`config.mk`:
```
export PLATFORM = sky130hd
export DESIGN_NAME = d_debounce_sync_flat
export DESIGN_NICKNAME = d
export VERILOG_FILES = /design/src/rtl/d_debounce_sync_if.sv /design/src/rtl/d_debounce_sync.sv /design/src/flat_wrapper.sv
export SDC_FILE = /design/constraint.sdc
export NUM_CORES = 1
export LEC_CHECK = 0
export CAP_MARGIN = 30
export CELL_PAD_IN_SITES_DETAIL_PLACEMENT = 2
export CELL_PAD_IN_SITES_GLOBAL_PLACEMENT = 2
export CORE_MARGIN = 5
export CORE_UTILIZATION = 33
export DETAILED_ROUTE_END_ITERATION = 12
export DONT_BUFFER_PORTS = 1
export HOLD_SLACK_MARGIN = 0.03
export PLACE_DENSITY = 0.84
export SYNTH_ARGS = -nofsm -noshare
export SYNTH_HDL_FRONTEND = slang
export SYNTH_SLANG_ARGS = --single-unit
```
`constraint.sdc`:
```
create_clock -name clk -period 1.9 [get_ports clk]
set_input_delay 0.19 -clock clk [delete_from_list [all_inputs] [get_ports clk]]
set_output_delay 0.19 -clock clk [all_outputs]
set_load 0.01 [all_outputs]
```
`src/rtl/d_debounce_sync_if.sv`:
```
// Signal bundle between the raw input source and the debounce/synchroniser stage.
// rise/fall are single-cycle valid strobes with no ready: the consumer must sample them on the cycle they are high.
interface d_debounce_sync_if;
   logic       din;
   logic       d;
   logic       dpar;
   logic       rise;
   logic       fall;
   logic [7:0] edge_cnt;
   logic [1:0] state;

   modport master (output din, input d, dpar, rise, fall, edge_cnt, state);
   modport slave  (input din, output d, dpar, rise, fall, edge_cnt, state);
endinterface

```
`src/rtl/d_debounce_sync.sv`:
```
// Two-flop synchroniser followed by a stability-counter debounce FSM producing a clean
// registered level, its complement, rise/fall strobes and a wrapping rising-edge count.
module d_debounce_sync #(
   parameter int STABLE_CYCLES = 4,
   parameter int CNT_W         = 8
) (
   input logic               clk,
   input logic               rest,
   d_debounce_sync_if.slave  bus
);

   typedef enum logic [1:0] {
      LOW       = 2'd0,
      WAIT_HIGH = 2'd1,
      HIGH      = 2'd2,
      WAIT_LOW  = 2'd3
   } state_t;

   localparam logic [CNT_W-1:0] CNT_LAST = CNT_W'(STABLE_CYCLES - 1);

   state_t           state, state_n;
   logic [CNT_W-1:0] cnt, cnt_n;
   logic             s1, s2;
   logic             d, d_n;
   logic             dpar;
   logic             rise, rise_n;
   logic             fall, fall_n;
   logic [7:0]       edge_cnt, edge_cnt_n;

   always_ff @(posedge clk) begin
      if (rest) begin
         s1       <= 1'b0;
         s2       <= 1'b0;
         state    <= LOW;
         cnt      <= '0;
         d        <= 1'b0;
         dpar     <= 1'b1;
         rise     <= 1'b0;
         fall     <= 1'b0;
         edge_cnt <= 8'd0;
      end else begin
         s1       <= bus.din;
         s2       <= s1;
         state    <= state_n;
         cnt      <= cnt_n;
         d        <= d_n;
         dpar     <= ~d_n;
         rise     <= rise_n;
         fall     <= fall_n;
         edge_cnt <= edge_cnt_n;
      end
   end

   // The sample that enters a WAIT state counts as the first of STABLE_CYCLES.
   always_comb begin
      state_n    = state;
      cnt_n      = cnt;
      d_n        = d;
      rise_n     = 1'b0;
      fall_n     = 1'b0;
      edge_cnt_n = edge_cnt;
      case (state)
         LOW: begin
            if (s2) begin
               state_n = WAIT_HIGH;
               cnt_n   = CNT_W'(1);
            end
         end
         WAIT_HIGH: begin
            if (!s2) begin
               state_n = LOW;
               cnt_n   = '0;
            end else if (cnt == CNT_LAST) begin
               state_n    = HIGH;
               cnt_n      = '0;
               d_n        = 1'b1;
               rise_n     = 1'b1;
               edge_cnt_n = edge_cnt + 8'd1;
            end else begin
               cnt_n = cnt + CNT_W'(1);
            end
         end
         HIGH: begin
            if (!s2) begin
               state_n = WAIT_LOW;
               cnt_n   = CNT_W'(1);
            end
         end
         WAIT_LOW: begin
            if (s2) begin
               state_n = HIGH;
               cnt_n   = '0;
            end else if (cnt == CNT_LAST) begin
               state_n = LOW;
               cnt_n   = '0;
               d_n     = 1'b0;
               fall_n  = 1'b1;
            end else begin
               cnt_n = cnt + CNT_W'(1);
            end
         end
         default: begin
            state_n = LOW;
            cnt_n   = '0;
         end
      endcase
   end

   assign bus.d        = d;
   assign bus.dpar     = dpar;
   assign bus.rise     = rise;
   assign bus.fall     = fall;
   assign bus.edge_cnt = edge_cnt;
   assign bus.state    = state;

endmodule

```
`src/flat_wrapper.sv`:
```
// flat-port wrapper written by rule: the top's interface ports become plain ports
module d_debounce_sync_flat 
#(
   parameter int STABLE_CYCLES = 4,
   parameter int CNT_W         = 8
)
  (clk, rest, bus_din, bus_d, bus_dpar, bus_rise, bus_fall, bus_edge_cnt, bus_state);
  d_debounce_sync_if bus_i ();
  input logic clk;
  input logic rest;
  input wire logic [$bits(bus_i.din)-1:0] bus_din;
  output wire logic [$bits(bus_i.d)-1:0] bus_d;
  output wire logic [$bits(bus_i.dpar)-1:0] bus_dpar;
  output wire logic [$bits(bus_i.rise)-1:0] bus_rise;
  output wire logic [$bits(bus_i.fall)-1:0] bus_fall;
  output wire logic [$bits(bus_i.edge_cnt)-1:0] bus_edge_cnt;
  output wire logic [$bits(bus_i.state)-1:0] bus_state;
  assign bus_i.din = bus_din;
  assign bus_d = bus_i.d;
  assign bus_dpar = bus_i.dpar;
  assign bus_rise = bus_i.rise;
  assign bus_fall = bus_i.fall;
  assign bus_edge_cnt = bus_i.edge_cnt;
  assign bus_state = bus_i.state;
  d_debounce_sync #(.STABLE_CYCLES(STABLE_CYCLES), .CNT_W(CNT_W)) u_core (.clk(clk), .rest(rest), .bus(bus_i));
endmodule
```
==> results by group, run 1 <==
Timing
  – Final Cycle Share: 94.0%
  – Worst Max-Slew Pin Slew: 0.695 ns
  – Min Tclk post-route: 1.79 ns
  – Hold WS: 0.0685 ns
  – Clock skew: 0.00137 ns
  – Setup violations, final: 0
  – Final Max Slew Viols: 0
  – Fmax: 560 MHz
  – Slew Limit Headroom: 53.5%
  – Final Hold Fails: 0

Yosys
  – Xor/xnor cell area share of the yosys netlist: 5.54%
  – Cell variety after synth: 33
  – Syn Nets: 130
  – Leading area contributor after synthesis: dfxtp_1
  – Synth area leaders: dfxtp_1 (43%), nand2_1 (5.4%), nand4_1 (5.1%)
  – Largest family of logic cells by synthesized area: simple AND/OR/NAND/NOR gates
  – Share of the synthesized area in the top cell type: 43.4%
  – Compound-Gate Fraction of Synth Area: 10.5%
  – Mean area per synthesized cell: 8.92 um^2
  – Syn Inst Count: 124
  – Cell area after synthesis: 1110 um^2
  – Post-Synth Adder-Cell Area: 3.39%
  – Post-synthesis mux area share: 1.81%
  – FF+latch count, synth: 24
  – Warnings, synthesis: 0
  – Simple logic cell fraction of the synthesized area: 33.5%
  – Sequential area share after synthesis: 43.4%

Pwr
  – Clock power share: 33.4%
  – NetSw: 0.206 mW
  – Leak pwr: 0.465 nW
  – Sequential share of power: 61.4%
  – VDD IR max: 0.000261 V
  – Pwr dens: 655 nW/um^2
  – Switch share: 24.0%
  – Gate power share: 5.3%
  – P_int: 0.652 mW

Hold path
  – HP Start: rest
  – Hold Path Cell Cnt: 2
  – Worst Hold Class: input port to flip-flop

Floorplan
  – Top-Level Pins: 17
  – Area of the core: 3280 um^2
  – Die Area: 4610 um^2
  – Die Ht: 67.9 um
  – Initial Utilization: 33.7%
  – FP Rows: 21
  – Floorplan die width: 67.9 um

CTS
  – Total CTS buffers: 3
  – Worst-path clk slew: 0.14 ns
  – Htree depth: 1
  – Clk sink count: 24
  – Worst-Skew Late Latency: 0.33 ns
  – Clk root buf: clkbuf_4
  – CTS tree: done
  – Worst-case clock buffer depth: 2

Detailed routing
  – Via count: 1001
  – Remaining antenna violation count: 0
  – DR pass1 iterations: 4
  – Residual DRC: 0
  – Total Wirelength: 3.24 mm
  – Vias per cell: 5.44
  – Initial DRC count: 42
  – WL/cell: 17.6 um

Global route
  – First-pass GRT wire length: 5.31 mm
  – Pin count of the biggest net entering global routing: 18
  – GRT Util Overall: 15.7%
  – Grt total ovfl: 0
  – Vias in the first global route: 1101
  – Antenna violations before repair: 0

Placed design
  – Dpl hpwl: 2.51 mm
  – IO Port Bufs: 0
  – Final RePlAce weighted congestion: 0.710

Worst setup path
  – Worst EP arrival: 2.05 ns
  – CP max-delay cell: or4_1
  – Reg2reg path depth: 4
  – Req. time, crit path: 2.17 ns
  – RR Startpoint: u_core.cnt[4]$_SDFFE_PP0P_
  – Worst path max stage delay: 0.52 ns
  – Crit path launch type: flip-flop
  – Worst R2R End: u_core.bus.edge_cnt[3]$_SDFFE_PP0P_
  – FF-to-FF setup slack: 0.11 ns
  – Crit path cell chain: nor4b_2 > nand2_1 > or4_1 > a21oi_1
  – Critical Path Fanout Max: 9
  – Setup CP Type: flip-flop to flip-flop
  – Setup crit end kind: flip-flop

Cells and area
  – NumNets Final: 145
  – N_diodes: 0
  – Layout cells sized above 1: 16.7%
  – Number of fill cells in the layout: 377
  – Area Overhead vs Synth: 18.3%
  – Most common cell after layout, fill and taps aside: dfxtp_1
  – Final core occ: 39.8%
  – Most frequent cells in the layout: dfxtp_1 (23), nand2_1 (16), buf_4 (12)

Run status
  – Outcome: completed

Job
  – MaxCap Viol Count: 0
[per-layer routing]
layer  wire [um]  GRT usage [%]  up-vias
met2        1730           27.8       19
met1        1320           17.2      507
met5           0              0        -
li1            -              -      473
met3         152           3.78        2
met4          38           8.68        0
[sequential cells by signal, summed over array words and instances, names as in the netlist, named ones only]
name and flops:
u_core.s2 1, u_core.bus.fall 1, u_core.bus.edge_cnt 8, u_core.bus.dpar 1
u_core.bus.rise 1, u_core.s1 1, u_core.cnt 8, u_core.bus.state 1
[timing repair]
action	in CTS	in global routing
setup endpoints to repair	0	8
buffers inserted	0	2
hold endpoints to repair	17	0
resized for setup	0	4
hold buffers	2	0
[Yosys cell counts, drive strengths merged]
master / number
clkbuf: 3
o32a: 1
and4: 1
and2: 3
a21oi: 7
o31ai: 1
o2111ai: 1
xnor2: 1
a41oi: 1
nor2: 10
mux2i: 2
and4b: 1
inv: 1
nand4: 10
nand3: 6
o21ai: 6
or4: 2
dfxtp: 24
a211oi: 1
nor2b: 5
o32ai: 1
ha: 3
nor4b: 3
or3: 2
xor2: 6
buf: 1
nand2: 16
nand2b: 2
and2b: 1
nor3: 2
[power groups by stage]
stage | combinational [mW] | clock, mW | sequential, mW
detailed placement | 0.0368 | 0 | 0.537
floorplan | 0.0267 | 0 | 0.536
CTS | 0.0453 | 0.297 | 0.526
finish | 0.0453 | 0.286 | 0.526
global placement | 0.0339 | 0 | 0.537
global route | 0.0504 | 0.320 | 0.529
[worst max-delay path: cells and delay by family (launching register included)]
kind	cells	cell delay, ns
DFF	1	0.43
and+or+nand+nor	3	1.15
AOI/OAI and AO/OA	1	0.14
[how the worst max path moves through the flow]
stage | startpoint | endpoint | slack [ns] | cells past startpoint
after CTS | u_core.cnt[0]$_SDFFE_PP0P_ | u_core.bus.edge_cnt[7]$_SDFFE_PP0P_ | 0.01 | 5
after floorplan | u_core.cnt[0]$_SDFFE_PP0P_ | u_core.bus.edge_cnt[7]$_SDFFE_PP0P_ | 0.15 | 5
after global routing | u_core.cnt[1]$_SDFFE_PP0P_ | flip-flop | -0.006 | 8
final | u_core.cnt[4]$_SDFFE_PP0P_ | u_core.bus.edge_cnt[3]$_SDFFE_PP0P_ | 0.11 | 4
after global placement | u_core.cnt[0]$_SDFFE_PP0P_ | u_core.bus.edge_cnt[7]$_SDFFE_PP0P_ | 0.21 | 5
after detailed placement | u_core.cnt[0]$_SDFFE_PP0P_ | u_core.bus.edge_cnt[7]$_SDFFE_PP0P_ | 0.05 | 5
[cell families (layout without fill, tap and decap cells)]
kind of cell | after synthesis | count (layout)
mux | 2 | 2
buf+inv | 5 | 19
compound gates | 19 | 19
fa+ha+maj | 3 | 3
xor+xnor | 7 | 7
simple gates | 64 | 64
flops | 24 | 24
[cell type report]
class,count,area [um^2],share of cell area (%)
tap,46,57.6,4.40
inverter,1,3.75,0.287
timing repair buffer,14,110,8.41
sequential,24,482,36.8
multi-input combinational,95,619,47.3
clock buffer,4,36.3,2.77
[through the flow]
| stage | TNS (ns) | total power, mW | cell area (um^2) | std cells | worst slack (ns) |
|---|---|---|---|---|---|
| 5_1_grt | -0.00580 | 0.899 | 1310 | 184 | -0.00580 |
| 6_report | 0 | 0.858 | 1310 | 184 | 0.114 |
| 3_5_place_dp | 0 | 0.574 | 1220 | 176 | 0.0483 |
| 2_1_floorplan | 0 | 0.562 | 1110 | 124 | 0.147 |
| 3_3_place_gp | 0 | 0.570 | 1220 | 176 | 0.208 |
| 4_1_cts | 0 | 0.868 | 1280 | 182 | 0.0117 |
Power figures use the tool's default switching activity.
==> run 2: changes to the inputs <==
--- a/config.mk
+++ b/config.mk
@@ -13,7 +13,7 @@
 export DETAILED_ROUTE_END_ITERATION = 12
 export DONT_BUFFER_PORTS = 1
 export HOLD_SLACK_MARGIN = 0.03
-export PLACE_DENSITY = 0.84
+export PLACE_DENSITY_LB_ADDON = 0.1
 export SYNTH_ARGS = -nofsm -noshare
 export SYNTH_HDL_FRONTEND = slang
 export SYNTH_SLANG_ARGS = --single-unit
==> run 2 against run 1 <==
  * Cell count increased by 0.54%
  * Routed wire length is 7.6% lower
  * Via count is 2.7% lower
  * Critical path depth rose by 3
  * Largest power group unchanged
==> results by group, run 2 (synthesis results as in run 1) <==
Detailed routing
  – Vias per cell: 5.26 (-3.2%)
  – Via count: 974 (-2.7%)
  – Remaining antenna violation count: 0 (unchanged)
  – Residual DRC: 0 (unchanged)
  – WL/cell: 16.2 um (-8.1%)
  – DR pass1 iterations: 3 (-1)
  – Initial DRC count: 29 (-31%)
  – Total Wirelength: 3.00 mm (-7.6%)

Worst setup path
  – Req. time, crit path: 2.13 ns (-0.04 ns)
  – Most numerous cell on the critical path: buf_4
  – Worst EP arrival: 2.00 ns (-0.05 ns)
  – Buf+Inv Stages, Crit Path: 2 (+2)
  – Setup CP Type: flip-flop to flip-flop
  – Critical Path Fanout Max: 5 (-4)
  – FF-to-FF setup slack: 0.13 ns (+0.02 ns)
  – Worst R2R End: u_core.bus.dpar$_SDFF_PP1_
  – Setup crit end kind: flip-flop
  – CP max-delay cell: dfxtp_2
  – Worst path max stage delay: 0.36 ns (-0.16 ns)
  – Crit path launch: u_core.cnt[0]$_SDFFE_PP0P_
  – Reg2reg path depth: 7 (+3)
  – Crit path launch type: flip-flop
  – Crit path cell chain: ha_2 > nor4b_4 > buf_4 > buf_4 > and2_1 > a21oi_1 > o32a_1
  – RR Startpoint: u_core.cnt[0]$_SDFFE_PP0P_
  – Top Family by Delay on Critical Path: compound AO/OA/AOI/OAI gates

Floorplan
  – Top-Level Pins: 17 (unchanged)
  – Initial Utilization: 33.7% (unchanged)
  – Area of the core: 3280 um^2 (unchanged)
  – Die Area: 4610 um^2 (unchanged)
  – FP Rows: 21 (unchanged)
  – Floorplan die width: 67.9 um (unchanged)
  – Die Ht: 67.9 um (unchanged)

CTS
  – Worst-case clock buffer depth: 2 (unchanged)
  – Clk root buf: clkbuf_4
  – Total CTS buffers: 3 (unchanged)
  – CTS tree: done
  – Worst-Skew Late Latency: 0.32 ns (about the same)
  – Clk sink count: 24 (unchanged)
  – Htree depth: 1 (unchanged)
  – Worst-path clk slew: 0.15 ns (about the same)

Global route
  – Vias in the first global route: 1017 (-7.6%)
  – Antenna violations before repair: 0 (unchanged)
  – GRT Util Overall: 14.5% (-1.3 points)
  – First-pass GRT wire length: 4.97 mm (-6.4%)
  – Grt total ovfl: 0 (unchanged)
  – Pin count of the biggest net entering global routing: 18 (unchanged)

Timing
  – Min Tclk post-route: 1.77 ns (-0.0151 ns)
  – Final Cycle Share: 93.2% (-0.79 points)
  – Final Max Slew Viols: 0 (unchanged)
  – Slew Limit Headroom: 59.0% (+5.5 points)
  – Clock skew: 0.00859 ns (+0.00722 ns)
  – Fmax: 565 MHz (+0.85%)
  – Setup violations, final: 0 (unchanged)
  – Worst Max-Slew Pin Slew: 0.613 ns (-0.0825 ns)
  – RSZ-0062 raised after global routing: false
  – Final Hold Fails: 0 (unchanged)

Cells and area
  – Layout cells sized above 1: 17.3% (+0.60 points)
  – Most frequent cells in the layout: dfxtp_1 (22), nand2_1 (16), buf_4 (13)
  – NumNets Final: 146 (+0.69%)
  – Design area: 1340 um^2 (+2.1%)
  – Area Overhead vs Synth: 20.8%
  – N_diodes: 0 (unchanged)
  – Biggest regs: u_core.bus.edge_cnt x8, u_core.cnt x8
  – Final core occ: 40.7% (+0.84 points)
  – Most common cell after layout, fill and taps aside: dfxtp_1

Placed design
  – IO Port Bufs: 0 (unchanged)
  – Final RePlAce weighted congestion: 0.705 (-0.62%)
  – Dpl hpwl: 2.25 mm (-10%)
  – Post-DP Area: 1240 um^2 (+1.2%)

Hold path
  – HP Start: rest
  – Worst Hold Class: input port to flip-flop
  – Hold Path Cell Cnt: 2 (unchanged)

Pwr
  – Leak pwr: 0.494 nW (+6.2%)
  – Clock power share: 40.0% (+6.6 points)
  – Switch share: 21.3% (-2.6 points)
  – Pwr dens: 712 nW/um^2 (+8.6%)
  – P_int: 0.749 mW (+15%)
  – NetSw: 0.203 mW (-1.3%)
  – Sequential share of power: 55.2% (-6.2 points)
  – VDD IR max: 0.000276 V (+5.7%)
  – Gate power share: 4.8% (-0.5 points)

Job
  – MaxCap Viol Count: 0 (unchanged)

Run status
  – Outcome: completed
## run 2: cell count changes in the layout (fill, tap and decap cells not counted), sizes merged
| cell | before | now |
|---|---|---|
| buf | 12 | 13 |
| bufinv | 0 | 1 |
| clkbuf | 4 | 3 |
## run 2: cell type report
class / count / area (um^2)
fill: 381 / 1950
sequential: 24 / 483
timing repair buffer: 15 / 118
multi-input combinational: 95 / 622
inverter: 1 / 3.75
clock inverter: 1 / 30.0
clock buffer: 3 / 22.5
tap: 46 / 57.6
## run 2: metal layers
metal	up-vias	part of all wire, %	global-route usage (%)
met5	-	0	0
met4	0	0.40	4.47
met3	2	4.5	3.78
met2	14	49	25.5
met1	477	46	17.1
li1	481	-	-
## run 2: repair_timing
action / in CTS / in global routing
resized for setup: 0 / 5
pin swaps: 0 / 0
endpoints found under the hold margin: 17 / 0
endpoints found under the setup margin: 1 / 2
buffers inserted: 1 / 0
hold buffers: 2 / 0
## run 2: worst max-delay path by stage
stage                                                     end  slack [ns]  cells after the start
after global routing      u_core.bus.edge_cnt[7]$_SDFFE_PP0P_        0.01                      6
after global placement    u_core.bus.edge_cnt[7]$_SDFFE_PP0P_        0.18                      5
final                              u_core.bus.dpar$_SDFF_PP1_        0.13                      7
after CTS                 u_core.bus.edge_cnt[7]$_SDFFE_PP0P_        0.06                      6
after detailed placement  u_core.bus.edge_cnt[7]$_SDFFE_PP0P_     -0.0008                      5
after floorplan           u_core.bus.edge_cnt[7]$_SDFFE_PP0P_        0.15                      5
## run 2: power groups by stage
stage / Sequential (mW) / Combinational [mW] / Clock, mW
global placement: 0.537 / 0.0361 / 0
detailed placement: 0.537 / 0.0385 / 0
CTS: 0.526 / 0.0470 / 0.389
floorplan: 0.536 / 0.0267 / 0
finish: 0.525 / 0.0460 / 0.380
global route: 0.528 / 0.0520 / 0.400
## run 2: per-stage QoR
| stage | cells | worst slack [ns] | hold slack [ns] | TNS, ns | total power, mW |
|---|---|---|---|---|---|
| floorplan | 124 | 0.147 | 0.318 | 0 | 0.562 |
| global route | 185 | 0.0140 | 0.0814 | 0 | 0.980 |
| finish | 185 | 0.129 | 0.0838 | 0 | 0.952 |
| detailed placement | 178 | -0.000836 | 0.267 | -0.000836 | 0.575 |
| global placement | 178 | 0.176 | 0.265 | 0 | 0.573 |
| CTS | 185 | 0.0627 | 0.0747 | 0 | 0.962 |
